===== config.mk =====
export PLATFORM = sky130hd
export DESIGN_NAME = dyt_writeback_unit_flat
export DESIGN_NICKNAME = d
export VERILOG_FILES = /design/src/rtl/dyt_pkg.sv /design/src/rtl/dyt_writeback_unit_if.sv /design/src/rtl/dyt_wb_scoreboard.sv /design/src/rtl/dyt_writeback_unit.sv /design/src/flat_wrapper.sv
export SDC_FILE = /design/constraint.sdc
export NUM_CORES = 1
export LEC_CHECK = 0
export BUFFER_PORTS_ARGS = -buffer_cell sky130_fd_sc_hd__buf_2
export CORE_AREA = 3 3 105 107
export DETAILED_ROUTE_END_ITERATION = 16
export DIE_AREA = 0 0 108 110
export GPL_TIMING_DRIVEN = 0
export PLACE_DENSITY = 0.8
export SLEW_MARGIN = 20
export SYNTH_ARGS = -nofsm -noshare
export SYNTH_HDL_FRONTEND = slang
export SYNTH_HIERARCHICAL = 1
export SYNTH_SLANG_ARGS = --single-unit

===== constraint.sdc =====
create_clock -name clk -period 2.1 [get_ports clk]
set_clock_uncertainty 0.1 [all_clocks]
set_input_delay 0.42 -clock clk [delete_from_list [all_inputs] [get_ports clk]]
set_output_delay 0.42 -clock clk [all_outputs]
set_load 0.005 [all_outputs]

===== src/rtl/dyt_pkg.sv =====
// Shared widths and the writeback-source select for the writeback unit.
// No logic; pure type/constant definitions.
// No backpressure; consumers decide their own flow control.
package dyt_pkg;

  localparam int ADDR_WIDTH = 4;
  localparam int DATA_WIDTH = 32;
  localparam int NUM_WORDS  = 2**ADDR_WIDTH;

  // Which producer owns the write port on a given edge.
  typedef enum logic [1:0] {
    WB_NONE = 2'd0,
    WB_ALU  = 2'd1,
    WB_LSU  = 2'd2
  } wb_src_t;

endpackage


===== src/rtl/dyt_writeback_unit_if.sv =====
// Bundles the ALU/LSU result, load-issue, write-port and read-port signals.
// Wires only, zero latency.
// LSU side uses valid/ready; ALU and issue are push-only.
interface dyt_writeback_unit_if #(
  parameter int AW = dyt_pkg::ADDR_WIDTH,
  parameter int DW = dyt_pkg::DATA_WIDTH
) ();

  logic              alu_valid;
  logic [AW-1:0]     alu_rd;
  logic [DW-1:0]     alu_data;
  logic              lsu_valid;
  logic              lsu_ready;
  logic [AW-1:0]     lsu_rd;
  logic [DW-1:0]     lsu_data;
  logic              iss_ld_valid;
  logic [AW-1:0]     iss_ld_rd;
  logic [2**AW-1:0]  busy;
  logic              err;
  logic              w_en;
  logic [AW-1:0]     w_addr;
  logic [DW-1:0]     w_data;
  logic [AW-1:0]     r_a_addr;
  logic [AW-1:0]     r_b_addr;
  logic [DW-1:0]     r_a_rf_data;
  logic [DW-1:0]     r_b_rf_data;
  logic [DW-1:0]     r_a_data;
  logic [DW-1:0]     r_b_data;

  // Environment side: drives results, issues and read addresses.
  modport master (
    output alu_valid, alu_rd, alu_data,
    output lsu_valid, lsu_rd, lsu_data,
    output iss_ld_valid, iss_ld_rd,
    output r_a_addr, r_b_addr, r_a_rf_data, r_b_rf_data,
    input  lsu_ready, busy, err, w_en, w_addr, w_data, r_a_data, r_b_data
  );

  // Writeback unit side.
  modport slave (
    input  alu_valid, alu_rd, alu_data,
    input  lsu_valid, lsu_rd, lsu_data,
    input  iss_ld_valid, iss_ld_rd,
    input  r_a_addr, r_b_addr, r_a_rf_data, r_b_rf_data,
    output lsu_ready, busy, err, w_en, w_addr, w_data, r_a_data, r_b_data
  );

endinterface


===== src/rtl/dyt_wb_scoreboard.sv =====
// Outstanding-load scoreboard with sticky protocol-error detection.
// busy/err update one edge after the triggering event.
// No backpressure; observes issue, LSU acceptance and ALU traffic only.
module dyt_wb_scoreboard #(
  parameter int ADDR_WIDTH = 4
) (
  input  logic                     clk,
  input  logic                     rst,
  input  logic                     i_iss_vld,
  input  logic [ADDR_WIDTH-1:0]    i_iss_rd,
  input  logic                     i_clr_vld,
  input  logic [ADDR_WIDTH-1:0]    i_clr_rd,
  input  logic                     i_alu_vld,
  input  logic [ADDR_WIDTH-1:0]    i_alu_rd,
  output logic [2**ADDR_WIDTH-1:0] o_busy,
  output logic                     o_err
);

  localparam int NW = 2**ADDR_WIDTH;

  logic [NW-1:0] r_busy;
  logic          r_err;
  logic [NW-1:0] w_set;
  logic [NW-1:0] w_clr;
  logic          w_err_hit;

  // Decode set/clear masks (x0 never tracked) and the three error conditions.
  always_comb begin
    w_set = '0;
    w_clr = '0;
    if (i_iss_vld) w_set[i_iss_rd] = 1'b1;
    if (i_clr_vld) w_clr[i_clr_rd] = 1'b1;
    w_set[0] = 1'b0;
    w_clr[0] = 1'b0;
    w_err_hit = (i_clr_vld && !r_busy[i_clr_rd]) ||
                (i_iss_vld && r_busy[i_iss_rd] && !w_clr[i_iss_rd]) ||
                (i_alu_vld && r_busy[i_alu_rd]);
  end

  // Set is applied after clear so a younger load to the same register wins.
  always_ff @(posedge clk or negedge rst) begin
    if (!rst) begin
      r_busy <= '0;
      r_err  <= 1'b0;
    end else begin
      r_busy <= (r_busy & ~w_clr) | w_set;
      r_err  <= r_err | w_err_hit;
    end
  end

  assign o_busy = r_busy;
  assign o_err  = r_err;

endmodule


===== src/rtl/dyt_writeback_unit.sv =====
// Arbitrates ALU/LSU results onto the register-file write port and bypasses it to reads.
// One cycle from acceptance to w_en; bypass and lsu_ready are combinational.
// ALU has fixed priority; LSU is held off (lsu_ready low) whenever alu_valid is high.
module dyt_writeback_unit #(
  parameter int ADDR_WIDTH = dyt_pkg::ADDR_WIDTH,
  parameter int DATA_WIDTH = dyt_pkg::DATA_WIDTH
) (
  input  logic                 clk,
  input  logic                 rst,
  dyt_writeback_unit_if.slave  bus
);

  import dyt_pkg::*;

  wb_src_t                 w_src;
  logic                    w_lsu_acc;
  logic                    r_w_en;
  logic [ADDR_WIDTH-1:0]   r_w_addr;
  logic [DATA_WIDTH-1:0]   r_w_data;

  assign bus.lsu_ready = rst & ~bus.alu_valid;
  assign w_lsu_acc     = bus.lsu_valid & bus.lsu_ready;

  // Fixed-priority select: ALU first, then an accepted LSU result.
  always_comb begin
    w_src = WB_NONE;
    if (bus.alu_valid)  w_src = WB_ALU;
    else if (w_lsu_acc) w_src = WB_LSU;
  end

  // Single write-stage register; addr/data hold when nothing is taken.
  always_ff @(posedge clk or negedge rst) begin
    if (!rst) begin
      r_w_en   <= 1'b0;
      r_w_addr <= '0;
      r_w_data <= '0;
    end else begin
      case (w_src)
        WB_ALU: begin
          r_w_en   <= (bus.alu_rd != '0);
          r_w_addr <= bus.alu_rd;
          r_w_data <= bus.alu_data;
        end
        WB_LSU: begin
          r_w_en   <= (bus.lsu_rd != '0);
          r_w_addr <= bus.lsu_rd;
          r_w_data <= bus.lsu_data;
        end
        default: r_w_en <= 1'b0;
      endcase
    end
  end

  assign bus.w_en   = r_w_en;
  assign bus.w_addr = r_w_addr;
  assign bus.w_data = r_w_data;

  // The staged write is newer than the register file; x0 always reads the file.
  assign bus.r_a_data = (r_w_en && (r_w_addr == bus.r_a_addr) && (bus.r_a_addr != '0))
                        ? r_w_data : bus.r_a_rf_data;
  assign bus.r_b_data = (r_w_en && (r_w_addr == bus.r_b_addr) && (bus.r_b_addr != '0))
                        ? r_w_data : bus.r_b_rf_data;

  dyt_wb_scoreboard #(
    .ADDR_WIDTH (ADDR_WIDTH)
  ) u_scoreboard (
    .clk       (clk),
    .rst       (rst),
    .i_iss_vld (bus.iss_ld_valid),
    .i_iss_rd  (bus.iss_ld_rd),
    .i_clr_vld (w_lsu_acc),
    .i_clr_rd  (bus.lsu_rd),
    .i_alu_vld (bus.alu_valid),
    .i_alu_rd  (bus.alu_rd),
    .o_busy    (bus.busy),
    .o_err     (bus.err)
  );

endmodule


===== src/flat_wrapper.sv =====
// flat-port wrapper written by rule: the top's interface ports become plain ports
module dyt_writeback_unit_flat import dyt_pkg::*;
#(
  parameter int ADDR_WIDTH = dyt_pkg::ADDR_WIDTH,
  parameter int DATA_WIDTH = dyt_pkg::DATA_WIDTH
)
  (clk, rst, bus_alu_valid, bus_alu_rd, bus_alu_data, bus_lsu_valid, bus_lsu_rd, bus_lsu_data, bus_iss_ld_valid, bus_iss_ld_rd, bus_r_a_addr, bus_r_b_addr, bus_r_a_rf_data, bus_r_b_rf_data, bus_lsu_ready, bus_busy, bus_err, bus_w_en, bus_w_addr, bus_w_data, bus_r_a_data, bus_r_b_data);
  dyt_writeback_unit_if bus_i ();
  input  logic clk;
  input  logic rst;
  input wire logic [$bits(bus_i.alu_valid)-1:0] bus_alu_valid;
  input wire logic [$bits(bus_i.alu_rd)-1:0] bus_alu_rd;
  input wire logic [$bits(bus_i.alu_data)-1:0] bus_alu_data;
  input wire logic [$bits(bus_i.lsu_valid)-1:0] bus_lsu_valid;
  input wire logic [$bits(bus_i.lsu_rd)-1:0] bus_lsu_rd;
  input wire logic [$bits(bus_i.lsu_data)-1:0] bus_lsu_data;
  input wire logic [$bits(bus_i.iss_ld_valid)-1:0] bus_iss_ld_valid;
  input wire logic [$bits(bus_i.iss_ld_rd)-1:0] bus_iss_ld_rd;
  input wire logic [$bits(bus_i.r_a_addr)-1:0] bus_r_a_addr;
  input wire logic [$bits(bus_i.r_b_addr)-1:0] bus_r_b_addr;
  input wire logic [$bits(bus_i.r_a_rf_data)-1:0] bus_r_a_rf_data;
  input wire logic [$bits(bus_i.r_b_rf_data)-1:0] bus_r_b_rf_data;
  output wire logic [$bits(bus_i.lsu_ready)-1:0] bus_lsu_ready;
  output wire logic [$bits(bus_i.busy)-1:0] bus_busy;
  output wire logic [$bits(bus_i.err)-1:0] bus_err;
  output wire logic [$bits(bus_i.w_en)-1:0] bus_w_en;
  output wire logic [$bits(bus_i.w_addr)-1:0] bus_w_addr;
  output wire logic [$bits(bus_i.w_data)-1:0] bus_w_data;
  output wire logic [$bits(bus_i.r_a_data)-1:0] bus_r_a_data;
  output wire logic [$bits(bus_i.r_b_data)-1:0] bus_r_b_data;
  assign bus_i.alu_valid = bus_alu_valid;
  assign bus_i.alu_rd = bus_alu_rd;
  assign bus_i.alu_data = bus_alu_data;
  assign bus_i.lsu_valid = bus_lsu_valid;
  assign bus_i.lsu_rd = bus_lsu_rd;
  assign bus_i.lsu_data = bus_lsu_data;
  assign bus_i.iss_ld_valid = bus_iss_ld_valid;
  assign bus_i.iss_ld_rd = bus_iss_ld_rd;
  assign bus_i.r_a_addr = bus_r_a_addr;
  assign bus_i.r_b_addr = bus_r_b_addr;
  assign bus_i.r_a_rf_data = bus_r_a_rf_data;
  assign bus_i.r_b_rf_data = bus_r_b_rf_data;
  assign bus_lsu_ready = bus_i.lsu_ready;
  assign bus_busy = bus_i.busy;
  assign bus_err = bus_i.err;
  assign bus_w_en = bus_i.w_en;
  assign bus_w_addr = bus_i.w_addr;
  assign bus_w_data = bus_i.w_data;
  assign bus_r_a_data = bus_i.r_a_data;
  assign bus_r_b_data = bus_i.r_b_data;
  dyt_writeback_unit #(.ADDR_WIDTH(ADDR_WIDTH), .DATA_WIDTH(DATA_WIDTH)) u_core (.clk(clk), .rst(rst), .bus(bus_i));
endmodule

==> out/metrics.yaml <==
sta:
  hold_viol: 0
  slew-limit-headroom_pct: 61.6
  slew_violations: 0
  fin_crit_sh_pct: 122
  min_period_ns: 2.57
  tightest_slew_ns: 0.575
  fmax_mhz: 389
  tns_ns: -26.97
  setup_slack_ns: -0.470
  final-setup-viol-count: 64
  rsz0062_at_grt: "true"
place:
  io_buffers: 270
  placedCellCount: 775
  place_hpwl_um: 11700
  place_congestion: 0.950
global_route:
  grt_use_total_pct: 23.0
  grt_first_pass_wirelength_um: 21400
  antenna_found_initial: 3
  overflow: 0
  grt_max_degree: 56
  grt_pass1_vias: 4117
setup_path:
  worstPathRequired_ns: 1.58
  endpoint_kind: "output pin"
  crit_path_start_kind: "flop"
  critPathMaxFanout: 6
  path_class: "reg -> out"
  cp.arrival_ns: 2.05
detailed_routing:
  drc: 0
  wl_um: 15600
  routed-wl-met2_um: 8040
  wl_met3_um: 1320
  highest_layer: "met5"
  drtPass1Iterations: 5
  drt-vias-per-instance: 5.34
  drt_iter0_markers: 285
  antenna_left: 0
  wl_per_cell_um: 19.5
  vias: 4263
  wl_met1_um: 5850
die:
  die_area_mm2: 0.0119
  die_h_um: 110
  die_w_um: 108
  core_mm2: 0.0102
  ios: 272
  row_count: 37
  initial_core_util_pct: 37.2
cells_and_area:
  drive_gt1_share_pct: 59.8
  syn_to_final_growth_pct: 54.3
  fin_nets: 815
  post-route-util_pct: 57.4
  layout_commonest_cell: "buf_2"
  fillCellCount: 907
  layoutNonFillerInstCount: 799
  layout_common_cells: "buf_2, nand2_1, dfrtp_1"
power:
  power_w: 0.00317
  cellLeakagePower_nw: 3.04
  vdd_drop_max_mv: 0.258
  power_density_mw_per_mm2: 540
synthesis:
  ys_seq_area_share_pct: 34.8
  syn_inst: 369
  synth.avg_cell_area_um2: 10.3
  synth_edf_count: 0
  synth_warnings: 6
  synth_top_area_share_pct: 34.8
  synth_area_mm2: 0.00381
  syn-num-nets: 522
  yosysTopAreaCell: "dfrtp_1"
  async_reset_ff_share_pct: 100
  ys_ff_latch: 53
  ys_top_cells_by_area: "dfrtp_1, mux2_4, mux2_2"
  synth_cell_types: 51
  synth_flop_cell: "dfrtp_1"
cts:
  clk_path_buf_depth: 2
  h-tree-depth: 2
  path_clk_slew_ns: 0.10
  clock-root-buffer: "clkbuf_8"
  clkLatencyLatePin_ns: 0.30
  numClockSinks: 53
  cts_tree: "yes"
  numCtsBuffers: 5
run_status:
  status: "finished, violations left"
  violations: "negative setup slack"
min_path:
  hold_path_class: "in -> reg"
run:
  maxCapViolations: 0
## kinds of logic (layout without fill, tap and decap cells)
| group | Yosys count | count (layout) | synth area share, % |
|---|---|---|---|
| other | 1 | 2 | 0.0985 |
| multiplexers | 80 | 80 | 28.8 |
| buffers and inverters | 28 | 321 | 4.93 |
| AND/OR/NAND/NOR | 113 | 113 | 13.7 |
| XOR/XNOR | 9 | 9 | 2.07 |
| flip-flops | 53 | 53 | 34.8 |
| AO/OA/AOI/OAI | 85 | 85 | 15.5 |
## flip-flops by register name, indices dropped and copies added (netlist names)
register and flops:
u_core/bus.w_addr 4, u_core/bus.w_data 32, u_core/bus.w_en 1, u_core/u_scoreboard/o_busy 15, u_core/u_scoreboard/o_err 1
## power breakdown
part,switching (W),leakage [nW],internal [W]
combinational,0.000494,2.38,0.000644
sequential,0.000194,0.613,0.00116
clock,0.000329,0.0540,0.000347
total,0.00102,3.04,0.00215
## area by class of cell
class / count / area (um^2) / area share, %
buffer: 25 / 224 / 3.81
clock inverter: 2 / 35.0 / 0.597
multi-input combinational: 288 / 2320 / 39.6
clock buffer: 5 / 68.8 / 1.17
inverter: 3 / 11.3 / 0.192
tap: 136 / 170 / 2.90
sequential: 53 / 1330 / 22.7
antenna: 1 / 2.50 / 0.0426
timing repair buffer: 286 / 1710 / 29.0
## routing by layer
metal | track usage, % | up-vias
met5 | 0 | -
met4 | 7.94 | 4
met3 | 5.71 | 31
met2 | 41.5 | 220
met1 | 26.8 | 2054
li1 | - | 1954
## worst paths after layout
kind                       cells past startpoint                                        to  slack (ns)                                     start
max                                            7                           bus_r_a_data[3]       -0.47          u_core/bus.w_addr[2]$_DFFE_PN0P_
min                                            3         u_core/bus.w_data[15]$_DFFE_PN0P_        0.22                          bus_lsu_data[15]
max reg2reg                                    4       u_core/u_scoreboard/o_err$_DFF_PN0_        0.44  u_core/u_scoreboard/o_busy[15]$_DFF_PN0_
min reg2reg                                    2       u_core/u_scoreboard/o_err$_DFF_PN0_        0.41       u_core/u_scoreboard/o_err$_DFF_PN0_
max in group asynchronous                      2  u_core/u_scoreboard/o_busy[11]$_DFF_PN0_        1.16                                       rst
min in group asynchronous                      3          u_core/bus.w_addr[0]$_DFFE_PN0P_        0.54                                       rst
## critical path, stage by stage, from the launching register on
cell	delay, ns
dfrtp_2	0.46
nor3_2	0.19
nor3_1	0.08
o2111ai_2	0.20
buf_6	0.22
clkbuf_16	0.18
mux2_4	0.30
buf_2	0.13
## timing repair
item                                    in CTS  in global routing
endpoints found under the setup margin      91                 68
pin swaps                                    3                  4
endpoints found under the hold margin       53                 53
setup buffers                                8                  1
resized for setup                           27                 18
cloned                                       1                  5
## metrics by stage
step | setup WS, ns | hold WS [ns] | cell area, um^2
after global routing | -0.525 | 0.221 | 5870
after global placement | -1.53 | 0.376 | 5330
after detailed placement | -1.18 | 0.380 | 5330
final | -0.470 | 0.221 | 5870
after floorplan | 0.0298 | 0.0244 | 3810
after CTS | -0.435 | -0.130 | 5640
## cells in the mapped netlist (2+ instances only)
| cell type | instances |
|---|---|
| a21oi_1 | 4 |
| o31ai_1 | 4 |
| o41ai_1 | 2 |
| o211ai_1 | 2 |
| buf_2 | 7 |
| nor3_1 | 4 |
| o21ai_0 | 28 |
| mux4_2 | 6 |
| a22oi_1 | 36 |
| xnor2_1 | 4 |
| mux2i_1 | 5 |
| dfrtp_1 | 53 |
| or4b_1 | 2 |
| clkbuf_1 | 5 |
| o2111ai_2 | 2 |
| or3_1 | 3 |
| inv_1 | 3 |
| buf_6 | 8 |
| nand2b_1 | 3 |
| nor2b_1 | 3 |
| mux2_1 | 2 |
| mux2_2 | 34 |
| buf_1 | 3 |
| nor3b_1 | 2 |
| nor2_1 | 2 |
| nand3b_1 | 2 |
| xor2_1 | 5 |
| mux2_4 | 32 |
| nand3_1 | 6 |
| nand2_1 | 76 |
(Power assumes the default switching activity.)
